**src/rtl/lcd_arb_pkg.sv**
```systemverilog
// lcd_arb_pkg: shared state encoding, requester ids, defaults and helpers for the LCD update arbiter
package lcd_arb_pkg;
  typedef enum logic [1:0] {IDLE, LCD_REQ, LCD_REL, REQ_ACK} state_e;
  localparam logic REQ_RT = 1'b0;
  localparam logic REQ_STATS = 1'b1;
  localparam int DATA_W_DEF = 16;
  localparam int TIMEOUT_CYC_DEF = 50;
  function automatic int clog2(input int v);
    int r;
    r = 0;
    for (int x = v - 1; x > 0; x = x >> 1) r++;
    return r;
  endfunction
endpackage

```
**src/rtl/lcd_update_arbiter_if.sv**
```systemverilog
// lcd_update_arbiter_if: requester, LCD-driver and status signals around the LCD update arbiter
interface lcd_update_arbiter_if import lcd_arb_pkg::*; #(
  parameter int DATA_W = DATA_W_DEF
);
  logic              Req0Update, Req0Ack, Req1Update, Req1Ack;
  logic              LCDUpdate, LCDAck, Owner, Busy, TimeoutErr;
  logic [DATA_W-1:0] Req0Data, Req1Data, LCDData;
  modport slave (
    input  Req0Update, Req0Data, Req1Update, Req1Data, LCDAck,
    output Req0Ack, Req1Ack, LCDUpdate, LCDData, Owner, Busy, TimeoutErr
  );
  modport master (
    output Req0Update, Req0Data, Req1Update, Req1Data, LCDAck,
    input  Req0Ack, Req1Ack, LCDUpdate, LCDData, Owner, Busy, TimeoutErr
  );
endinterface

```
**src/rtl/lcd_arb_wdog.sv**
```systemverilog
// lcd_arb_wdog: cycle counter that flags when TIMEOUT_CYC enabled cycles pass without a clear
module lcd_arb_wdog import lcd_arb_pkg::*; #(
  parameter int TIMEOUT_CYC = TIMEOUT_CYC_DEF
) (
  input  logic clk,
  input  logic rst,
  input  logic clr_i,
  input  logic en_i,
  output logic expired_o
);
  localparam int W = clog2(TIMEOUT_CYC + 1);
  logic [W-1:0] cnt_q, cnt_d;
  assign cnt_d = (clr_i | ~en_i) ? '0 : cnt_q + 1'b1;
  assign expired_o = en_i && cnt_q == W'(TIMEOUT_CYC - 1);
  // count enabled cycles, restart on clear or when disabled
  always_ff @(posedge clk) begin
    if (rst) cnt_q <= '0;
    else cnt_q <= cnt_d;
  end
endmodule

```
**src/rtl/lcd_update_arbiter.sv**
```systemverilog
// lcd_update_arbiter: round-robin share of one LCD driver port between two four-phase requesters (watchdog under LCD_ARB_TIMEOUT_EN)
module lcd_update_arbiter import lcd_arb_pkg::*; #(
  parameter int DATA_W = DATA_W_DEF
`ifdef LCD_ARB_TIMEOUT_EN
  , parameter int TIMEOUT_CYC = TIMEOUT_CYC_DEF
`endif
) (
  input logic Clk,
  input logic Rst,
  lcd_update_arbiter_if.slave bus
);
  state_e            state_q, state_d;
  logic              owner_q, last_q, lu_q, a0_q, a1_q, busy_q;
  logic              expired, pick, own_upd, grant;
  logic [DATA_W-1:0] data_q;
  assign own_upd = owner_q ? bus.Req1Update : bus.Req0Update;
  assign pick = (bus.Req0Update & bus.Req1Update) ? ~last_q : (bus.Req1Update ? REQ_STATS : REQ_RT);
  assign grant = state_q == IDLE && state_d == LCD_REQ;
  // next state: grant, LCD-side four-phase handshake, then requester-side release
  always_comb begin
    state_d = state_q;
    case (state_q)
      IDLE:    state_d = (bus.Req0Update | bus.Req1Update) ? LCD_REQ : IDLE;
      LCD_REQ: state_d = expired ? REQ_ACK : (bus.LCDAck ? LCD_REL : LCD_REQ);
      LCD_REL: state_d = (expired | ~bus.LCDAck) ? REQ_ACK : LCD_REL;
      REQ_ACK: state_d = own_upd ? REQ_ACK : IDLE;
      default: state_d = IDLE;
    endcase
  end
  // registered outputs decoded from the next state; message and owner held from grant to grant
  always_ff @(posedge Clk) begin
    if (Rst) begin
      state_q <= IDLE;
      owner_q <= REQ_RT;
      last_q  <= REQ_STATS;
      data_q  <= '0;
      lu_q    <= 1'b0;
      a0_q    <= 1'b0;
      a1_q    <= 1'b0;
      busy_q  <= 1'b0;
    end else begin
      state_q <= state_d;
      owner_q <= grant ? pick : owner_q;
      data_q  <= grant ? (pick ? bus.Req1Data : bus.Req0Data) : data_q;
      last_q  <= (state_q == REQ_ACK && state_d == IDLE) ? owner_q : last_q;
      lu_q    <= state_d == LCD_REQ;
      a0_q    <= state_d == REQ_ACK && owner_q == REQ_RT;
      a1_q    <= state_d == REQ_ACK && owner_q == REQ_STATS;
      busy_q  <= state_d != IDLE;
    end
  end
`ifdef LCD_ARB_TIMEOUT_EN
  logic terr_q;
  lcd_arb_wdog #(.TIMEOUT_CYC(TIMEOUT_CYC)) u_wdog (
    .clk      (Clk),
    .rst      (Rst),
    .clr_i    (state_d != state_q),
    .en_i     (state_q == LCD_REQ || state_q == LCD_REL),
    .expired_o(expired)
  );
  // sticky watchdog error, cleared only by reset
  always_ff @(posedge Clk) begin
    if (Rst) terr_q <= 1'b0;
    else terr_q <= terr_q | expired;
  end
  assign bus.TimeoutErr = terr_q;
`else
  assign expired = 1'b0;
  assign bus.TimeoutErr = 1'b0;
`endif
  assign bus.LCDUpdate = lu_q;
  assign bus.LCDData   = data_q;
  assign bus.Req0Ack   = a0_q;
  assign bus.Req1Ack   = a1_q;
  assign bus.Owner     = owner_q;
  assign bus.Busy      = busy_q;
endmodule
```
**src/flat_wrapper.sv**
```systemverilog
// flat-port wrapper written by rule: the top's interface ports become plain ports
module lcd_update_arbiter_flat import lcd_arb_pkg::*;
#(
  parameter int DATA_W = DATA_W_DEF

)
  (Clk, Rst, bus_Req0Update, bus_Req0Data, bus_Req1Update, bus_Req1Data, bus_LCDAck, bus_Req0Ack, bus_Req1Ack, bus_LCDUpdate, bus_LCDData, bus_Owner, bus_Busy, bus_TimeoutErr);
  lcd_update_arbiter_if #(.DATA_W(DATA_W)) bus_i ();
  input logic Clk;
  input logic Rst;
  input wire logic [$bits(bus_i.Req0Update)-1:0] bus_Req0Update;
  input wire logic [$bits(bus_i.Req0Data)-1:0] bus_Req0Data;
  input wire logic [$bits(bus_i.Req1Update)-1:0] bus_Req1Update;
  input wire logic [$bits(bus_i.Req1Data)-1:0] bus_Req1Data;
  input wire logic [$bits(bus_i.LCDAck)-1:0] bus_LCDAck;
  output wire logic [$bits(bus_i.Req0Ack)-1:0] bus_Req0Ack;
  output wire logic [$bits(bus_i.Req1Ack)-1:0] bus_Req1Ack;
  output wire logic [$bits(bus_i.LCDUpdate)-1:0] bus_LCDUpdate;
  output wire logic [$bits(bus_i.LCDData)-1:0] bus_LCDData;
  output wire logic [$bits(bus_i.Owner)-1:0] bus_Owner;
  output wire logic [$bits(bus_i.Busy)-1:0] bus_Busy;
  output wire logic [$bits(bus_i.TimeoutErr)-1:0] bus_TimeoutErr;
  assign bus_i.Req0Update = bus_Req0Update;
  assign bus_i.Req0Data = bus_Req0Data;
  assign bus_i.Req1Update = bus_Req1Update;
  assign bus_i.Req1Data = bus_Req1Data;
  assign bus_i.LCDAck = bus_LCDAck;
  assign bus_Req0Ack = bus_i.Req0Ack;
  assign bus_Req1Ack = bus_i.Req1Ack;
  assign bus_LCDUpdate = bus_i.LCDUpdate;
  assign bus_LCDData = bus_i.LCDData;
  assign bus_Owner = bus_i.Owner;
  assign bus_Busy = bus_i.Busy;
  assign bus_TimeoutErr = bus_i.TimeoutErr;
  lcd_update_arbiter #(.DATA_W(DATA_W)) u_core (.Clk(Clk), .Rst(Rst), .bus(bus_i));
endmodule
```
**config.mk**
```make
export PLATFORM = sky130hd
export DESIGN_NAME = lcd_update_arbiter_flat
export DESIGN_NICKNAME = d
export VERILOG_FILES = /design/src/rtl/lcd_arb_pkg.sv /design/src/rtl/lcd_update_arbiter_if.sv /design/src/rtl/lcd_arb_wdog.sv /design/src/rtl/lcd_update_arbiter.sv /design/src/flat_wrapper.sv
export SDC_FILE = /design/constraint.sdc
export NUM_CORES = 1
export LEC_CHECK = 0
export ABC_CLOCK_PERIOD_IN_PS = 4100
export CAP_MARGIN = 20
export CORE_MARGIN = 5
export CORE_UTILIZATION = 40
export DETAILED_ROUTE_END_ITERATION = 16
export PLACE_DENSITY_LB_ADDON = 0.25
export SYNTH_ARGS = -nofsm -noshare
export SYNTH_HDL_FRONTEND = slang
export SYNTH_SLANG_ARGS = --single-unit
```
**constraint.sdc**
```tcl
create_clock -name Clk -period 4.1 [get_ports Clk]
set_clock_uncertainty 0.2 [all_clocks]
set_input_delay 0.41 -clock Clk [delete_from_list [all_inputs] [get_ports Clk]]
set_output_delay 0.41 -clock Clk [all_outputs]
set_load 0.05 [all_outputs]
```
Yosys cells after proc, flatten, opt, wreduce, memory -nomap -nowiden
Index checks and enable logic that the tools add are counted.
Widths: inputs -> output; s select.
{"block": "op_classes", "eq_ne": 5, "mux": 9, "bitwise": 4, "reduce_logical": 7}
{"cell": "$mux 16", "count": 1}
{"cell": "$pmux 2 s4", "count": 1}
{"cell": "$eq 2x2->1 const B", "count": 3}
{"cell": "$mux 1", "count": 5}
{"cell": "$eq 2x1->1 const B", "count": 2}
{"cell": "$logic_and 1x1->1", "count": 4}
{"cell": "$logic_not 2->1", "count": 2}
{"cell": "$mux 2", "count": 2}
{"cell": "$not 1->1", "count": 2}
{"cell": "$reduce_bool 2->1", "count": 1}
{"cell": "$and 1x1->1", "count": 1}
{"cell": "$or 1x1->1", "count": 1}
{"block": "word_totals", "register_bits": 24, "out_inout_bits": 22, "word_cells": 33}

Logic depth before layout (Yosys ltp)
{"block": "depth", "depth_word": 5, "depth_mapped": 5, "depth_no_buf": 3}

Least setup slack after synthesis
Ideal clock, no wire load.
{"block": "synth_timing", "path_kind": "reg-to-reg", "start": "reg u_core.owner_q, in the netlist u_core.bus.Owner", "end": "reg u_core.state_q[0]", "setup_ns": 0.133, "arrival_ns": 1.385, "t_required_ns": 3.767, "slack_ns": 2.382, "path_stages_with_launch": 4, "path_cell_list": "dfxtp_1 mux2_2 o211ai_1 o21ai_0"}
{"block": "synth_via", "elab_chain_len": 3}
{"item": "start, declared", "line_no": "lcd_update_arbiter.sv:13", "rtl": "logic owner_q, last_q, lu_q, a0_q, a1_q, busy_q;"}
{"item": "start signal, assigned", "line_no": "lcd_update_arbiter.sv:43", "rtl": "owner_q <= grant ? pick : owner_q;"}
{"item": "$mux 1", "line_no": "lcd_update_arbiter.sv:16", "rtl": "assign own_upd = owner_q ? bus.Req1Update : bus.Req0Update;"}
{"item": "$mux 2", "line_no": "lcd_update_arbiter.sv:26", "rtl": "REQ_ACK: state_d = own_upd ? REQ_ACK : IDLE;"}
{"item": "$pmux 2 s4", "line_no": "lcd_update_arbiter.sv:22", "rtl": "case (state_q)"}
{"item": "end signal, assigned", "line_no": "lcd_update_arbiter.sv:42", "rtl": "state_q <= state_d;"}
{"item": "end, declared", "line_no": "lcd_update_arbiter.sv:12", "rtl": "state_e state_q, state_d;"}
Every way passes these cells.
A chain may end at the register's enable or synchronous reset.

Final worst setup path
{"block": "layout_timing", "start": "reg u_core.owner_q, in the netlist u_core.bus.Owner", "end": "out bus_Owner"}
{"item": "end, declared", "line_no": "flat_wrapper.sv:20", "rtl": "output wire logic [$bits(bus_i.Owner)-1:0] bus_Owner;"}
No word-level cell between the ends.

==> qor.yml <==
status:
  outcome: "finished, final reports clean"
global_routing:
  grt_pass1_wl_microns: 4980
  globalRouteOverflowTotal: 0
  first_global_vias: 1154
  grt_max_degree: 24
  antenna_found_initial: 0
  grt_usage: 0.146
timing:
  timing.final.crit_period_ns: 2.15
  finalSetupViolCount: 0
  finalHoldViolations: 0
  slew_viol_final: 0
  rsz0062_at_grt: "false"
  worstMarginPinSlew_ns: 1.08
  max_freq_mhz: 465
  tns_ns: 0
  post-route-period-util: 0.525
  max_slew_margin: 0.277
  holdWs_ns: 0.320
power:
  power.density_mw_per_mm2: 418
  finalPower_w: 0.000724
  ir_drop_mv: 0.257
  p_leak_nw: 0.630
critical_path:
  critPathLaunchType: "register"
  rr_endpoint: "u_core.bus.LCDData[7]"
  path_delay_family: "buffers and inverters"
  required_ns: 3.49
  slowest_delay_ns: 0.83
  r2r_start: "u_core.last_q"
  end_kind: "primary output"
  worstPathArrival_ns: 1.54
  crit_chain: "clkdlybuf4s50_1"
  crit_fanout: 5
  crit_slowest_cell: "clkdlybuf4s50_1"
  regToRegSetupSlack_ns: 2.39
  r2r_cells: 3
  worst-path-stages: 1
  crit_start: "u_core.bus.Owner"
  critPathCapture: "bus_Owner"
  critical_path_class: "reg2out"
  critPathBufInv: 1
cts:
  ctsResizeCount: 0
  cts_htree_levels: 1
  path_clk_slew_ns: 0.12
  clock-sinks: 24
  clock_latency_ns: 0.30
  clk_path_buf_depth: 2
  cts-root-buf: "clkbuf_4"
  post-cts-setup-buffer-count: 0
  cts_tree: "built"
  cts_made_buffers: 3
  holdBufCountCts: 0
logic_synthesis:
  yosysMostFrequentCell: "nand2_1"
  yosys-top-cells-area: "dfxtp_1 (41%), a311oi_2 (14%), nand2_1 (11%), a21oi_1 (7.3%), a311oi_1 (3.8%)"
  synth_top_cell_area_share: 0.414
  ys_seq_elements: 24
  synth_edf_count: 0
  synth_common_cells: "nand2_1 (35), dfxtp_1 (24), a21oi_1 (17)"
  ys_types: 30
  dominantRegCellSynth: "dfxtp_1"
  seq_area_frac_synth: 0.414
  postSynthCellCount: 131
  yosysWarningCount: 0
  synthesis.area_sq_mm: 0.00116
  async_flop_share: 0
  avgSynthCellArea_sq_um: 8.85
  yosysTopAreaCell: "dfxtp_1"
  synthesis.nets: 168
min_path:
  hold_class: "reg2reg"
floorplan:
  core_sq_mm: 0.00276
  io_pins: 59
  die_w_microns: 63.9
  num_rows: 19
  initial_utilization: 0.421
  fp.dieH_microns: 63.9
  die_area_sq_mm: 0.00408
placed_design:
  postPlaceCellArea_sq_mm: 0.00170
  gp_congestion: 0.753
  placement.io_buffers: 57
  hpwl_microns: 2220
routing:
  vias_per_cell: 5.25
  drtAntennaViolNets: 0
  first_pass_iters: 4
  drc: 0
  drt-total-wl_microns: 3010
  drtIter0Drc: 26
  dr_total_vias: 1119
  wl_per_cell_microns: 14.1
layout:
  fin_area_sq_mm: 0.00173
  fin_util: 0.628
  nets: 220
  drive_gt1_frac: 0.110
  area_delta_synth_final_pct: 49.3
  diodes: 0
flow_run:
  maxCapViolations: 0
==> state kept, by name, indices dropped and copies added (netlist names) <==
signal and flops:
u_core.bus.LCDUpdate 1, u_core.bus.Req1Ack 1, u_core.bus.Req0Ack 1, u_core.bus.Busy 1, u_core.bus.LCDData 16, u_core.state_q 2, u_core.last_q 1, u_core.bus.Owner 1
==> placed cells by master (no fill, tap or decap) <==
cell              n
clkbuf_4          3
o211ai_1          1
a21bo_2           1
a21boi_2          1
dfxtp_1          24
clkdlybuf4s50_1  57
clkbuf_8          1
nor2_1            6
nor2_4            1
nand2_1          35
mux2_2            1
o21bai_1          1
o21ai_0           3
and2_4            1
inv_1             3
nor2b_1           1
conb_1            1
nand2b_1          1
nand3_1           1
a311oi_1          5
a21oi_1          17
a311oi_2         11
o31ai_1           1
a211oi_1          1
a21o_1            1
or2_1             1
nor3_1            1
a2bb2oi_1         1
==> per-layer routing <==
metal  part of all wire  wire length, microns  global-route usage
met1               0.41                  1220               0.156
met2               0.52                  1560               0.263
met3              0.069                   208              0.0595
met4             0.0073                    22              0.0390
met5                  0                     0                   0
==> through the flow <==
step	worst slack [ns]	cells
2_1_floorplan	2.38	131
3_3_place_gp	1.69	209
3_5_place_dp	1.62	209
4_1_cts	1.93	213
5_1_grt	1.84	213
6_report	1.95	213
==> how the worst min path moves through the flow <==
| stage | start | end | slack, ns | depth (start not counted) |
|---|---|---|---|---|
| floorplan | u_core.last_q | u_core.last_q | 0.29 | 2 |
| global placement | u_core.bus.Owner | u_core.bus.Req0Ack | 0.26 | 1 |
| detailed placement | u_core.bus.Owner | u_core.bus.Req0Ack | 0.29 | 1 |
| CTS | u_core.bus.Owner | u_core.bus.Req1Ack | 0.32 | 2 |
| global route | u_core.bus.LCDData[1] | u_core.bus.LCDData[1] | 0.35 | 2 |
| finish | u_core.bus.Owner | u_core.bus.Req1Ack | 0.32 | 2 |
==> power by group <==
| group | leakage (nW) | switching [W] | internal [W] |
|---|---|---|---|
| registers | 0.199 | 0.0000226 | 0.000267 |
| logic | 0.410 | 0.000191 | 0.000124 |
| clock network | 0.0210 | 0.0000653 | 0.0000542 |
| total | 0.630 | 0.000279 | 0.000445 |
==> cell families after synthesis <==
| group | count (synthesis) | synth area share |
|---|---|---|
| AO/OA/AOI/OAI | 44 | 0.325 |
| buffers and inverters | 13 | 0.0733 |
| flip-flops | 24 | 0.414 |
| other | 1 | 0.00323 |
| AND/OR/NAND/NOR | 48 | 0.175 |
| multiplexers | 1 | 0.00971 |
==> worst reg2reg max path, cell delays in order, from the launching register on <==
cell and delay, ns:
dfxtp_1 0.36, a21boi_2 0.61, nand2_1 0.16, a311oi_2 0.29
==> final cells by class <==
cell class	count	area, sq um
sequential	24	480
multi-input combinational	94	594
inverter	3	11.3
fill	245	1030
tap	31	38.8
timing repair buffer	57	571
clock buffer	4	36.3
(Power assumes the default switching activity.)
